===== src/rtl/mem_arbiter_pkg.sv =====
// Shared types and constants for the two-master memory arbiter.
package mem_arbiter_pkg;

    localparam int ARB_AW      = 16;
    localparam int ARB_DW      = 32;
    localparam int ARB_TIMEOUT = 15;

    localparam logic ARB_M0 = 1'b0;
    localparam logic ARB_M1 = 1'b1;

    typedef enum logic {
        ST_IDLE    = 1'b0,
        ST_RD_WAIT = 1'b1
    } arb_state_e;

endpackage


===== src/rtl/mem_arbiter_if.sv =====
// Requester bus (cpu/dma side) and memory port bus for the arbiter.
interface mem_arbiter_if
    import mem_arbiter_pkg::*;
#(
    parameter int AW = ARB_AW,
    parameter int DW = ARB_DW
);
    logic            ren;
    logic            wen;
    logic [AW-1:0]   addr;
    logic [DW-1:0]   wdata;
    logic [DW/8-1:0] wmask;
    logic            gnt;
    logic [DW-1:0]   rdata;
    logic            rd_valid;
    logic            err;

    modport master (
        output ren, wen, addr, wdata, wmask,
        input  gnt, rdata, rd_valid, err
    );

    modport slave (
        input  ren, wen, addr, wdata, wmask,
        output gnt, rdata, rd_valid, err
    );
endinterface

interface mem_port_if
    import mem_arbiter_pkg::*;
#(
    parameter int AW = ARB_AW,
    parameter int DW = ARB_DW
);
    logic            ren;
    logic            wen;
    logic [AW-1:0]   addr;
    logic [DW-1:0]   wdata;
    logic [DW/8-1:0] wmask;
    logic [DW-1:0]   rdata;
    logic            rd_valid;

    modport master (
        output ren, wen, addr, wdata, wmask,
        input  rdata, rd_valid
    );

    modport slave (
        input  ren, wen, addr, wdata, wmask,
        output rdata, rd_valid
    );
endinterface


===== src/rtl/mem_arbiter_rr2.sv =====
// Two-way round-robin pick: on a tie the master that did not win last goes.
module mem_arbiter_rr2 (
    input  logic [1:0] req,
    input  logic       last,
    output logic [1:0] gnt,
    output logic       winner
);

    always_comb begin
        winner = 1'b0;
        gnt    = 2'b00;
        unique case (req)
            2'b01: winner = 1'b0;
            2'b10: winner = 1'b1;
            2'b11: winner = ~last;
            default: winner = 1'b0;
        endcase
        if (req != 2'b00) begin
            gnt = winner ? 2'b10 : 2'b01;
        end
    end

endmodule


===== src/rtl/mem_arbiter.sv =====
// Shares one synchronous memory port between cpu (m0) and loader/DMA (m1),
// with a single outstanding read, response routing and a read timeout.
module mem_arbiter
    import mem_arbiter_pkg::*;
#(
    parameter int AW      = ARB_AW,
    parameter int DW      = ARB_DW,
    parameter int TIMEOUT = ARB_TIMEOUT
) (
    input  logic         clk,
    input  logic         rst_n,
    mem_arbiter_if.slave m0,
    mem_arbiter_if.slave m1,
    mem_port_if.master   mem
);

    localparam int MW = DW / 8;
    localparam int CW = (TIMEOUT > 2) ? $clog2(TIMEOUT) : 1;

    arb_state_e    state_q, state_d;
    logic          owner_q, owner_d;
    logic          last_q, last_d;
    logic [CW-1:0] cnt_q, cnt_d;

    logic [1:0]    req;
    logic [1:0]    gnt;
    logic          winner;

    logic          sel_wen;
    logic [AW-1:0] sel_addr;
    logic [DW-1:0] sel_wdata;
    logic [MW-1:0] sel_wmask;

    logic [1:0]    gnt_o;
    logic          rsp_valid;
    logic          rsp_err;
    logic [DW-1:0] rsp_data;

    // Requests are masked while in reset so no grant leaks out combinationally.
    assign req = {m1.ren | m1.wen, m0.ren | m0.wen} & {2{rst_n}};

    mem_arbiter_rr2 u_rr (
        .req    (req),
        .last   (last_q),
        .gnt    (gnt),
        .winner (winner)
    );

    assign sel_wen   = winner ? m1.wen   : m0.wen;
    assign sel_addr  = winner ? m1.addr  : m0.addr;
    assign sel_wdata = winner ? m1.wdata : m0.wdata;
    assign sel_wmask = winner ? m1.wmask : m0.wmask;

    always_ff @(posedge clk or negedge rst_n) begin
        if (!rst_n) begin
            state_q <= ST_IDLE;
            owner_q <= ARB_M0;
            last_q  <= ARB_M1;
            cnt_q   <= '0;
        end else begin
            state_q <= state_d;
            owner_q <= owner_d;
            last_q  <= last_d;
            cnt_q   <= cnt_d;
        end
    end

    always_comb begin
        state_d   = state_q;
        owner_d   = owner_q;
        last_d    = last_q;
        cnt_d     = cnt_q;
        mem.ren   = 1'b0;
        mem.wen   = 1'b0;
        mem.addr  = '0;
        mem.wdata = '0;
        mem.wmask = '1;
        gnt_o     = 2'b00;
        rsp_valid = 1'b0;
        rsp_err   = 1'b0;
        rsp_data  = '0;
        unique case (state_q)
            ST_IDLE: begin
                if (req != 2'b00) begin
                    gnt_o     = gnt;
                    last_d    = winner;
                    mem.addr  = sel_addr;
                    mem.wdata = sel_wdata;
                    mem.wmask = sel_wmask;
                    if (sel_wen) begin
                        mem.wen = 1'b1;
                    end else begin
                        mem.ren = 1'b1;
                        owner_d = winner;
                        cnt_d   = '0;
                        state_d = ST_RD_WAIT;
                    end
                end
            end
            ST_RD_WAIT: begin
                if (mem.rd_valid) begin
                    rsp_valid = 1'b1;
                    rsp_data  = mem.rdata;
                    state_d   = ST_IDLE;
                end else if (TIMEOUT != 0 && cnt_q == CW'(TIMEOUT - 1)) begin
                    rsp_valid = 1'b1;
                    rsp_err   = 1'b1;
                    state_d   = ST_IDLE;
                end else if (TIMEOUT != 0) begin
                    cnt_d = cnt_q + 1'b1;
                end
            end
            default: state_d = ST_IDLE;
        endcase
    end

    assign m0.gnt      = gnt_o[0];
    assign m1.gnt      = gnt_o[1];
    assign m0.rd_valid = rsp_valid && owner_q == ARB_M0;
    assign m1.rd_valid = rsp_valid && owner_q == ARB_M1;
    assign m0.err      = rsp_err && owner_q == ARB_M0;
    assign m1.err      = rsp_err && owner_q == ARB_M1;
    assign m0.rdata    = m0.rd_valid ? rsp_data : '0;
    assign m1.rdata    = m1.rd_valid ? rsp_data : '0;

    a_one_cmd: assert property (@(posedge clk) disable iff (!rst_n)
        !(mem.ren && mem.wen));
    a_one_gnt: assert property (@(posedge clk) disable iff (!rst_n)
        !(m0.gnt && m1.gnt));
    a_one_rsp: assert property (@(posedge clk) disable iff (!rst_n)
        !(m0.rd_valid && m1.rd_valid));

endmodule


===== src/flat_wrapper.sv =====
// flat-port wrapper written by rule: the top's interface ports become plain ports
module mem_arbiter_flat import mem_arbiter_pkg::*;
#(
    parameter int AW      = ARB_AW,
    parameter int DW      = ARB_DW,
    parameter int TIMEOUT = ARB_TIMEOUT
)
  (clk, rst_n, m0_ren, m0_wen, m0_addr, m0_wdata, m0_wmask, m0_gnt, m0_rdata, m0_rd_valid, m0_err, m1_ren, m1_wen, m1_addr, m1_wdata, m1_wmask, m1_gnt, m1_rdata, m1_rd_valid, m1_err, mem_ren, mem_wen, mem_addr, mem_wdata, mem_wmask, mem_rdata, mem_rd_valid);
  mem_arbiter_if #(.AW(AW), .DW(DW)) m0_i ();
  mem_arbiter_if #(.AW(AW), .DW(DW)) m1_i ();
  mem_port_if #(.AW(AW), .DW(DW)) mem_i ();
  input  logic clk;
  input  logic rst_n;
  input wire logic [$bits(m0_i.ren)-1:0] m0_ren;
  input wire logic [$bits(m0_i.wen)-1:0] m0_wen;
  input wire logic [$bits(m0_i.addr)-1:0] m0_addr;
  input wire logic [$bits(m0_i.wdata)-1:0] m0_wdata;
  input wire logic [$bits(m0_i.wmask)-1:0] m0_wmask;
  output wire logic [$bits(m0_i.gnt)-1:0] m0_gnt;
  output wire logic [$bits(m0_i.rdata)-1:0] m0_rdata;
  output wire logic [$bits(m0_i.rd_valid)-1:0] m0_rd_valid;
  output wire logic [$bits(m0_i.err)-1:0] m0_err;
  input wire logic [$bits(m1_i.ren)-1:0] m1_ren;
  input wire logic [$bits(m1_i.wen)-1:0] m1_wen;
  input wire logic [$bits(m1_i.addr)-1:0] m1_addr;
  input wire logic [$bits(m1_i.wdata)-1:0] m1_wdata;
  input wire logic [$bits(m1_i.wmask)-1:0] m1_wmask;
  output wire logic [$bits(m1_i.gnt)-1:0] m1_gnt;
  output wire logic [$bits(m1_i.rdata)-1:0] m1_rdata;
  output wire logic [$bits(m1_i.rd_valid)-1:0] m1_rd_valid;
  output wire logic [$bits(m1_i.err)-1:0] m1_err;
  output wire logic [$bits(mem_i.ren)-1:0] mem_ren;
  output wire logic [$bits(mem_i.wen)-1:0] mem_wen;
  output wire logic [$bits(mem_i.addr)-1:0] mem_addr;
  output wire logic [$bits(mem_i.wdata)-1:0] mem_wdata;
  output wire logic [$bits(mem_i.wmask)-1:0] mem_wmask;
  input wire logic [$bits(mem_i.rdata)-1:0] mem_rdata;
  input wire logic [$bits(mem_i.rd_valid)-1:0] mem_rd_valid;
  assign m0_i.ren = m0_ren;
  assign m0_i.wen = m0_wen;
  assign m0_i.addr = m0_addr;
  assign m0_i.wdata = m0_wdata;
  assign m0_i.wmask = m0_wmask;
  assign m0_gnt = m0_i.gnt;
  assign m0_rdata = m0_i.rdata;
  assign m0_rd_valid = m0_i.rd_valid;
  assign m0_err = m0_i.err;
  assign m1_i.ren = m1_ren;
  assign m1_i.wen = m1_wen;
  assign m1_i.addr = m1_addr;
  assign m1_i.wdata = m1_wdata;
  assign m1_i.wmask = m1_wmask;
  assign m1_gnt = m1_i.gnt;
  assign m1_rdata = m1_i.rdata;
  assign m1_rd_valid = m1_i.rd_valid;
  assign m1_err = m1_i.err;
  assign mem_ren = mem_i.ren;
  assign mem_wen = mem_i.wen;
  assign mem_addr = mem_i.addr;
  assign mem_wdata = mem_i.wdata;
  assign mem_wmask = mem_i.wmask;
  assign mem_i.rdata = mem_rdata;
  assign mem_i.rd_valid = mem_rd_valid;
  mem_arbiter #(.AW(AW), .DW(DW), .TIMEOUT(TIMEOUT)) u_core (.clk(clk), .rst_n(rst_n), .m0(m0_i), .m1(m1_i), .mem(mem_i));
endmodule

===== config.mk =====
export PLATFORM = sky130hd
export DESIGN_NAME = mem_arbiter_flat
export DESIGN_NICKNAME = d
export VERILOG_FILES = /design/src/rtl/mem_arbiter_pkg.sv /design/src/rtl/mem_arbiter_if.sv /design/src/rtl/mem_arbiter_rr2.sv /design/src/rtl/mem_arbiter.sv /design/src/flat_wrapper.sv
export SDC_FILE = /design/constraint.sdc
export NUM_CORES = 1
export LEC_CHECK = 0
export ABC_AREA = 1
export CORE_AREA = 3 3 101 103
export DETAILED_ROUTE_END_ITERATION = 8
export DIE_AREA = 0 0 104 106
export GPL_ROUTABILITY_DRIVEN = 0
export PLACE_DENSITY = 0.67
export SLEW_MARGIN = 30
export SYNTH_ARGS = -nofsm -noshare
export SYNTH_HDL_FRONTEND = slang
export SYNTH_HIERARCHICAL = 1
export SYNTH_SLANG_ARGS = --single-unit

===== constraint.sdc =====
create_clock -name clk -period 2.5 [get_ports clk]
set_input_delay 0.5 -clock clk [delete_from_list [all_inputs] [get_ports clk]]
set_output_delay 0.5 -clock clk [all_outputs]
set_load 0.05 [all_outputs]

Word-level counts from Yosys, hierarchy flattened
Cells that the tools add are included.
{ "word_totals": {"in_bits": 143, "word_cells": 64, "register_bits": 7, "output_inout_bits": 124} }
{ "op_classes": {"bitwise_logic": 7, "n_addsub": 1, "reduce_logical": 8, "n_eq_ne": 7, "muxes": 37} }
{ "op_table": {"columns": ["cell", "count"], "rows": [
  ["$mux W32", 7],
  ["$mux W16", 3],
  ["$mux W4", 7],
  ["$mux W1", 14],
  ["$pmux W4 S2", 1],
  ["$mux W2", 3],
  ["$ne A2 B2 Y1 const B", 3],
  ["$add A4 B1 Y4 const B", 1],
  ["$eq A2 B2 Y1 const B", 2],
  ["$eq A4 B4 Y1 const B", 1],
  ["$logic_and A1 B1 Y1", 4],
  ["$not A1 Y1", 4],
  ["$pmux W1 S2", 2],
  ["$reduce_and A4 Y1", 1],
  ["$reduce_and A3 Y1", 1],
  ["$and A2 B2 Y2", 1],
  ["$ne A2 B1 Y1 const B", 1],
  ["$or A1 B1 Y1", 2],
  ["$reduce_and A2 Y1", 1],
  ["$reduce_bool A2 Y1", 1]
]} }

Logic depth before layout (Yosys ltp)
{ "logic_depth": {"word_depth": 8, "ltp_mapped": 12, "ltp_nobuf": 11} }

Hierarchy
Netlist, hierarchy kept.
{ "by_module_without_submodules": {"columns": ["mod", "area_per_inst_um2", "cells_per_inst", "instances", "seq_area_each_um2"], "rows": [
  ["mem_arbiter", 1859.3, 344, 1, 176.4],
  ["mem_arbiter_rr2", 25.0, 6, 1, 0.0]
]} }

Worst setup path before layout
Ideal clock, no wire load.
{ "synth_timing": {"kind": "register -> output", "start": "register u_core.cnt_q[0]", "end": "output m0_err", "path_buffers": 0, "required_time_ns": 2.000, "setup_slack_ns": -0.212, "path_stages_with_launch": 5, "t_arrival_ns": 2.212, "path_cell_list": "dfrtp_1 -> inv_1 -> ha_1 -> nand3_1 -> nor4_1"} }
{ "synth_via": {"elab_chain_cells": 5} }
{ "synth_lines": {"columns": ["item", "line_no", "text"], "rows": [
  ["start, declared", "mem_arbiter.sv:23", "logic [CW-1:0] cnt_q, cnt_d;"],
  ["start signal, assigned", "mem_arbiter.sv:64", "cnt_q <= cnt_d;"],
  ["$eq A4 B4 Y1", "mem_arbiter.sv:105", "end else if (TIMEOUT != 0 && cnt_q == CW'(TIMEOUT - 1)) begin"],
  ["$mux W1", "mem_arbiter.sv:105", null],
  ["$mux W1", "mem_arbiter.sv:101", "if (mem.rd_valid) begin"],
  ["$mux W1", "mem_arbiter.sv:82", "unique case (state_q)"],
  ["$logic_and A1 B1 Y1", "mem_arbiter.sv:121", "assign m0.err = rsp_err && owner_q == ARB_M0;"],
  ["end, declared", "flat_wrapper.sv:22", "output wire logic [$bits(m0_i.err)-1:0] m0_err;"]
]} }
Every way passes these cells.

Worst setup path after layout
{ "layout_timing": {"start": "input m1_wen", "end": "output mem_wdata[3]"} }
{ "layout_via": {"elab_chain_cells": 7, "word_cells_on_any_way": 9, "classes_between": "eq/ne: 2; mux: 4; bitwise: 2; reduce/logical: 1"} }
{ "layout_lines": {"columns": ["item", "line_no", "text"], "rows": [
  ["start, declared", "flat_wrapper.sv:24", "input wire logic [$bits(m1_i.wen)-1:0] m1_wen;"],
  ["$or A1 B1 Y1 *", "mem_arbiter.sv:40", "assign req = {m1.ren | m1.wen, m0.ren | m0.wen} & {2{rst_n}};"],
  ["$and A2 B2 Y2 *", "mem_arbiter.sv:40", null],
  ["via u_core.req[1]", "mem_arbiter.sv:25", "logic [1:0] req;"],
  ["$eq A2 B2 Y1", "mem_arbiter_rr2.sv:12", "unique case (req)"],
  ["$pmux W1 S2 *", "mem_arbiter_rr2.sv:12", null],
  ["via u_core.winner", "mem_arbiter.sv:27", "logic winner;"],
  ["$mux W32 *", "mem_arbiter.sv:51", "assign sel_wdata = winner ? m1.wdata : m0.wdata;"],
  ["$mux W32 *", "mem_arbiter.sv:84", "if (req != 2'b00) begin"],
  ["$mux W32 *", "mem_arbiter.sv:82", null],
  ["end, declared", "flat_wrapper.sv:35", "output wire logic [$bits(mem_i.wdata)-1:0] mem_wdata;"]
]} }
Mark *: on every way through the listed nets, which the timed path passes. The rest lies on a longest branch.

==> results.cfg <==
[status]
outcome = finished clean

[synth]
synthMuxAreaShare_pct = 0
yosys.area_share.adder_pct = 1.33
syn_avg_cell_area_um2 = 5.38
synthDistinctLibCells = 24
synth_area_leader_cell = nand2_1
async_flop_share_pct = 100
yosys.area_share.simple_pct = 51.8
yosys-top-cells-area = nand2_1 (30%), a21oi_2 (22%), nor2_1 (14%), dfrtp_1 (8.0%), buf_2 (4.5%)
synth_common_cells = nand2_1 (152), nor2_1 (71), a21oi_2 (48)
synth_top_family_by_area = simple AND/OR/NAND/NOR gates
synth_top_area_share_pct = 30.3
synth_edf_count = 0
yosysMostFrequentCell = nand2_1
synth-xor-area-share_pct = 0.465
synth.cell_area_um2 = 1880
ys_warn_count = 6
syn_nets = 495
synth_cells = 350
synth_compound_area_share_pct = 25.0
ys_ff_latch = 7
seq_area_frac_synth_pct = 9.36
synth_flop_cell = dfrtp_1

[clock_network]
numCtsBuffers = 3
hold_buffers = 0
cts_sinks = 7
cts.path.max_buffers = 2
htreeDepth = 1
cts_root_buf = clkbuf_8
clock_latency_ns = 0.22
cts_tree = done
clk_pin_slew_ns = 0.04

[power_and_ir_drop]
max-vdd-ir-drop_uv = 235
p_per_area_nw_per_um2 = 463
power_mw = 2.66
power.leakage_nw = 2.48

[worst_setup_path]
crit_path_frequent_cell = buf_12
max_stage_delay_ns = 0.26
cp_slowest_cell = dlygate4sd2_1
crit_chain = dlygate4sd2_1 > o21ai_2 > inv_1 > inv_2 > a21oi_4 > buf_12 > inv_16 > buf_12 > nand2_1 > a21oi_2 > buf_6
path_max_fanout = 9
required_ns = 2.00
reg2reg_depth = 9
worst-setup-path-type = in -> out
r2r-end = u_core/owner_q
crit-reg2reg-launch = u_core/last_q
cp.arrival_ns = 1.91
end_kind = output port
start_kind = input pin
regToRegSetupSlack_ns = 0.93

[placement]
io_buffers = 266
post-place-ws_ns = -0.219
place_hpwl_um = 9410
dpl.cell_count = 739

[die]
design.core.area_um2 = 9280
ioPinCount = 267
die_h_um = 106
fp.dieW_um = 104
num_rows = 35
dieArea_um2 = 11000
start_util_pct = 20.3

[global_route]
track_usage_pct = 19.1
grt_max_degree = 35
antenna_found_initial = 0
grt_pass1_vias = 3298
grt_pass1_wl_um = 17000
grt.overflow.total = 0

[detailed_routing]
drtIter0Drc = 112
vias_per_cell = 4.45
wirelength_um = 11700
dr.pass1.iters = 4
post_drt_wl_per_cell_um = 15.6
vias = 3349
final_antenna_net_count = 0
drcViolationCount = 0

[sta]
fin_crit_sh_pct = 96.5
finalSetupViolations = 0
timing.hold.ws_ns = 0.401
timing.final.ws_setup_ns = 0.0877
setup_tns_ns = 0
rsz0062_at_grt = yes
finalHoldViolations = 0
period_minus_slack_ns = 2.41
maxSlewHeadroom_pct = 60.5
worstMarginPinSlew_ns = 0.592
fmaxAchievable_ghz = 0.415
slew_violations = 0
finClkSkew_ns = 0.00177

[final_layout]
fillers = 815
final_cells = 752
area_growth_pct = 205
nets = 769
multiInputGateArea_um2 = 1500
drive_gt1_share_pct = 35.8
regArea_um2 = 176
diodes = 0

[worst_hold_path]
hold_path.class = in -> async

[job]
drv_cap = 0
-- kinds of logic after synthesis --
logic type | after synthesis
buffers and inverters | 41
adders and majority gates | 2
xor gates and xnor gates | 1
and+or+nand+nor | 243
AOI/OAI and AO/OA | 56
DFF | 7
-- registers in the layout, indices dropped and copies added (netlist names) --
signal and flops:
u_core/cnt_q 4, u_core/last_q 1, u_core/owner_q 1, u_core/state_q 1
-- layout make-up --
cell class	count	area share, %
repair buffers	296	66.0
multi-input cells	302	26.1
flip-flops and latches	7	3.07
well taps	129	2.81
inverters	14	1.20
clock buffers	4	0.784
-- what timing repair did --
item | in CTS | in global routing
gates resized for setup | 35 | 14
setup buffers | 1 | 1
pin swaps | 7 | 7
gates cloned | 3 | 4
endpoints found under the setup margin | 53 | 39
-- worst max-delay path: cells and delay by family --
family / cells / cell delay (ns)
AO/OA/AOI/OAI: 3 / 0.39
AND/OR/NAND/NOR: 1 / 0.06
buffers and inverters: 7 / 0.95
-- through the flow --
step	utilization [%]	instance area, um^2
6_report	61.9	5740
5_1_grt	61.9	5740
4_1_cts	60.3	5600
3_3_place_gp	57.7	5360
3_5_place_dp	57.7	5360
2_1_floorplan	-	1880
-- worst max path at each step --
stage	start	end	slack, ns	cells after the start
global route	m1_wen	mem_wdata[3]	0.001	11
global placement	rst_n	mem_wdata[4]	-0.20	9
floorplan	u_core/cnt_q[0]	m0_err	-0.21	4
CTS	m1_ren	mem_wdata[4]	0.02	11
finish	m1_wen	mem_wdata[3]	0.09	11
detailed placement	m0_wen	mem_wdata[4]	-0.22	8
-- report_power, final --
part,internal [mW],switching (mW)
Combinational,0.952,1.36
Sequential,0.150,0.0427
Clock,0.110,0.0449
-- routing by layer --
metal	wire length [um]	vias up	track usage [%]
li1	-	1645	-
met2	6590	182	40.1
met4	150	0	2.94
met3	937	9	4.07
met5	0	-	0
met1	4040	1513	19.3
-- layout by cell type (no fill, tap or decap), types with 4 or more instances in the layout --
cell type / n
a21oi_2: 48
buf_12: 78
buf_4: 39
buf_6: 30
clkbuf_16: 4
clkdlybuf4s50_1: 137
dfrtp_1: 6
dlygate4sd2_1: 4
inv_1: 7
inv_2: 6
nand2_1: 151
nand3_1: 7
nand4_1: 5
nor2_1: 71
No activity file was read; power rests on OpenSTA's default activity.
==> RTL change 1 (config.mk and constraints unchanged) <==
Make the reset (`rst_n`) synchronous in one clocked block.
--- a/src/rtl/mem_arbiter.sv
+++ b/src/rtl/mem_arbiter.sv
@@ -53,3 +53,3 @@
 
-    always_ff @(posedge clk or negedge rst_n) begin
+    always_ff @(posedge clk) begin
         if (!rst_n) begin
Function: differs if rst_n is asserted again (counterexample within 4 cycles, from zero or initial values and one cycle with rst_n low); with rst_n held inactive, the same outputs for 4 cycles.
==> RTL change 1 against the original RTL <==
Design area grew 13%; setup slack lost 24 ps; wire length grew 1.2%; non-clock buffer count grew 14; power shrank 24%; synthesized area shrank 1.4%; largest cell class unchanged; sequential cell count is the same; largest power group unchanged; count of clock-buffer cells in the layout is the same; via count grew 1.5%; register-to-register slack lost 70 ps.
==> RTL change 1: results <==
export IMPL_status="finished clean"
export IMPL_synth_async_reset_ratio_pct=0
export IMPL_grt_max_degree=36
export IMPL_drtIter0Drc=81
export IMPL_place_inst=754
export IMPL_rr_endpoint="u_core/cnt_q[0]$_SDFFE_PN0P_"
export IMPL_worst_slack_ps=64.0
export IMPL_cpMaxStageDelayCell="a21oi_4"
export IMPL_endpoint="mem_addr[7]"
export IMPL_crit_path_max_fanout=16
export IMPL_synth_area_leaders="nand2_1, a21oi_2, nor2_1"
export IMPL_startpoint="m0_ren"
export IMPL_arrival_ps=1940
export IMPL_dpl_cell_area_sq_um=6000
export IMPL_grt_pass1_wl_um=17800
export IMPL_r2r_start="u_core/last_q$_SDFFE_PN1P_"
export IMPL_grtUsageTotal_pct=19.9
export IMPL_detail_route_wl_per_cell_um=15.2
export IMPL_p_comb_uw=1720
export IMPL_synthXorXnorAreaFrac_pct=0
export IMPL_fin_nets=795
export IMPL_worst_pin_slew_ps=478
export IMPL_syn_instance_count=361
export IMPL_p_seq_uw=128
export IMPL_fin_cells=778
export IMPL_p_int_uw=1080
export IMPL_cp_slowest_stage_delay_ps=200
RTL change 1: changes by cell type after synthesis, sizes merged, moves of 3 or more:
cell,change
buf,-11
clkbuf,+11
dfxtp,+7
dfrtp,-6
a21oi,+4
nor2,+3
RTL change 1: cell type report:
class	count	area (sq um)	share of cell area, %
Timing Repair inverter	1	16.3	0.250
Inverter	17	90.1	1.38
Timing Repair Buffer	310	4460	68.5
Clock buffer	4	45.0	0.692
Tap cell	129	161	2.48
Sequential cell	7	140	2.15
Multi-Input combinational cell	310	1600	24.5
RTL change 1: per-layer routing:
metal | part of all wire [%] | vias up
met5 | 0 | -
met4 | 0.93 | 0
met3 | 8.0 | 10
met2 | 57 | 169
met1 | 34 | 1513
li1 | - | 1706
RTL change 1: per-stage QoR:
step,total power [uW],setup TNS [ps]
finish,2010,0
floorplan,862,0
detailed placement,1720,-8800
global route,2100,-25.6
global placement,1710,-6090
CTS,1980,-4.07
==> RTL change 2 (same settings) <==
Without the edit above. `ARB_TIMEOUT`: 15 -> 30.
--- a/src/rtl/mem_arbiter_pkg.sv
+++ b/src/rtl/mem_arbiter_pkg.sv
@@ -5,3 +5,3 @@
     localparam int ARB_DW      = 32;
-    localparam int ARB_TIMEOUT = 15;
+    localparam int ARB_TIMEOUT = 30;
 
Function: same outputs for any inputs over 10 cycles, from zero or initial values and one cycle with rst_n low; that may be too few to reach the edited logic, so the function may still have changed.
==> RTL change 2 against the original RTL <==
Wire length rose by 9.0%; power rose by 17%; sequential power rose by 6%; setup slack got worse by 8.3 ps; design area rose by 17%; count of clock-buffer cells in the layout did not move; critical path depth rose by 2; sequential cell count rose by 1; synthesized area fell by 9.1%; largest power group unchanged.
==> RTL change 2: results <==
export IMPL_synth_fp_nets=507
export IMPL_detail_route_wl_per_cell_um=16.3
export IMPL_finalSetupViolCount=0
export IMPL_synth_seq_area_share_pct=11.8
export IMPL_whs_ps=242
export IMPL_pre_cts_ws_ps=-318
export IMPL_rr_endpoint="u_core/cnt_q[0]$_DFFE_PN0P_"
export IMPL_cpMaxStageDelayCell="a21oi_2"
export IMPL_crit_path_max_fanout=6
export IMPL_rrSetupSlack_ps=840
export IMPL_yosys_warnings=6
export IMPL_firstDrtPassIters=4
export IMPL_synth_commonest_cells="nand2_1, nor2_1, a21oi_1"
export IMPL_drtIter0Drc=115
export IMPL_clkLatencyLatePin_ps=240
export IMPL_largest_reg_flops=5
export IMPL_fin_worst_skew_ps=3.58
export IMPL_r2r_cells=10
export IMPL_status="finished clean"
export IMPL_slew_headroom_pct=74.2
export IMPL_syn_instance_count=362
export IMPL_fin_cells=782
export IMPL_cp_slowest_stage_delay_ps=180
export IMPL_power_leakage_uw=0.00279
export IMPL_place_inst=758
export IMPL_synth_area_leaders="nand2_1, nor2_1, a21oi_1"
export IMPL_synth_async_reset_ratio_pct=100
export IMPL_dp_hpwl_um=10100
export IMPL_yosysMostFrequentCell="nand2_1"
export IMPL_grtUsageTotal_pct=21.4
export IMPL_vias=3574
export IMPL_max_vdd_ir_drop_mv=0.251
export IMPL_synth_distinct_cells=26
export IMPL_dpl_cell_area_sq_um=6070
export IMPL_grt_pass1_wl_um=19000
export IMPL_drive_above_1_share_pct=40.4
export IMPL_fin_nets=799
## RTL change 2: cells by family after synthesis
kind of cell    share of synthesized area (%)
compound gates                           17.3
fa+ha+maj                                1.46
buf+inv                                  11.0
flops                                    11.8
simple gates                             58.4
## RTL change 2: worst max path at each step
stage                          endpoint  slack, ps  cells past startpoint
after global routing      mem_wdata[12]         10                     12
final                     mem_wdata[13]         80                     13
after global placement     mem_addr[15]       -280                      8
after CTS                 mem_wdata[14]         -5                     11
after floorplan           mem_wdata[10]         20                      9
after detailed placement   mem_addr[15]       -320                      8
## RTL change 2: per-stage QoR
step | TNS [ps] | utilization, % | total power (uW)
4_1_cts | -15.9 | 71.2 | 3090
3_5_place_dp | -13730 | 65.4 | 2720
3_3_place_gp | -11480 | 65.4 | 2700
5_1_grt | 0 | 72.2 | 3250
6_report | 0 | 72.2 | 3110
2_1_floorplan | 0 | - | 1410
## RTL change 2: power breakdown
group | leakage (uW) | internal (uW) | total (uW) | switching, uW
sequential | 0.000103 | 165 | 204 | 39.0
clock | 0.0000228 | 111 | 168 | 57.3
combinational | 0.00266 | 1260 | 2740 | 1470
total | 0.00279 | 1540 | 3110 | 1570
## RTL change 2: worst register-to-register path, delay by kind of cell (launching register included)
| kind | cells | cell delay (ps) |
|---|---|---|
| AO/OA/AOI/OAI | 1 | 90 |
| flip-flops | 1 | 580 |
| buffers and inverters | 4 | 510 |
| AND/OR/NAND/NOR | 5 | 370 |
## RTL change 2: layout make-up
type                            count  area (sq um)
Multi-Input combinational cell    314          1740
Tap cell                          129           161
Inverter                           13          61.3
Sequential cell                     8           201
Fill cell                         677          2580
Clock buffer                        4          45.0
Timing Repair Buffer              314          4490
## RTL change 2: metal layers
metal,global-route usage (%),share of wire (%),vias up
met5,0,0,-
met4,5.79,2.8,0
met2,45.2,56,207
met3,4.07,7.5,19
li1,-,-,1719
met1,20.9,34,1629
## RTL change 2: timing repair
action	CTS	global route
gates resized for setup	65	31
hold endpoints to repair	0	0
gates cloned	6	1
buffers inserted	12	2
endpoints found under the setup margin	55	51
pin swaps	40	18
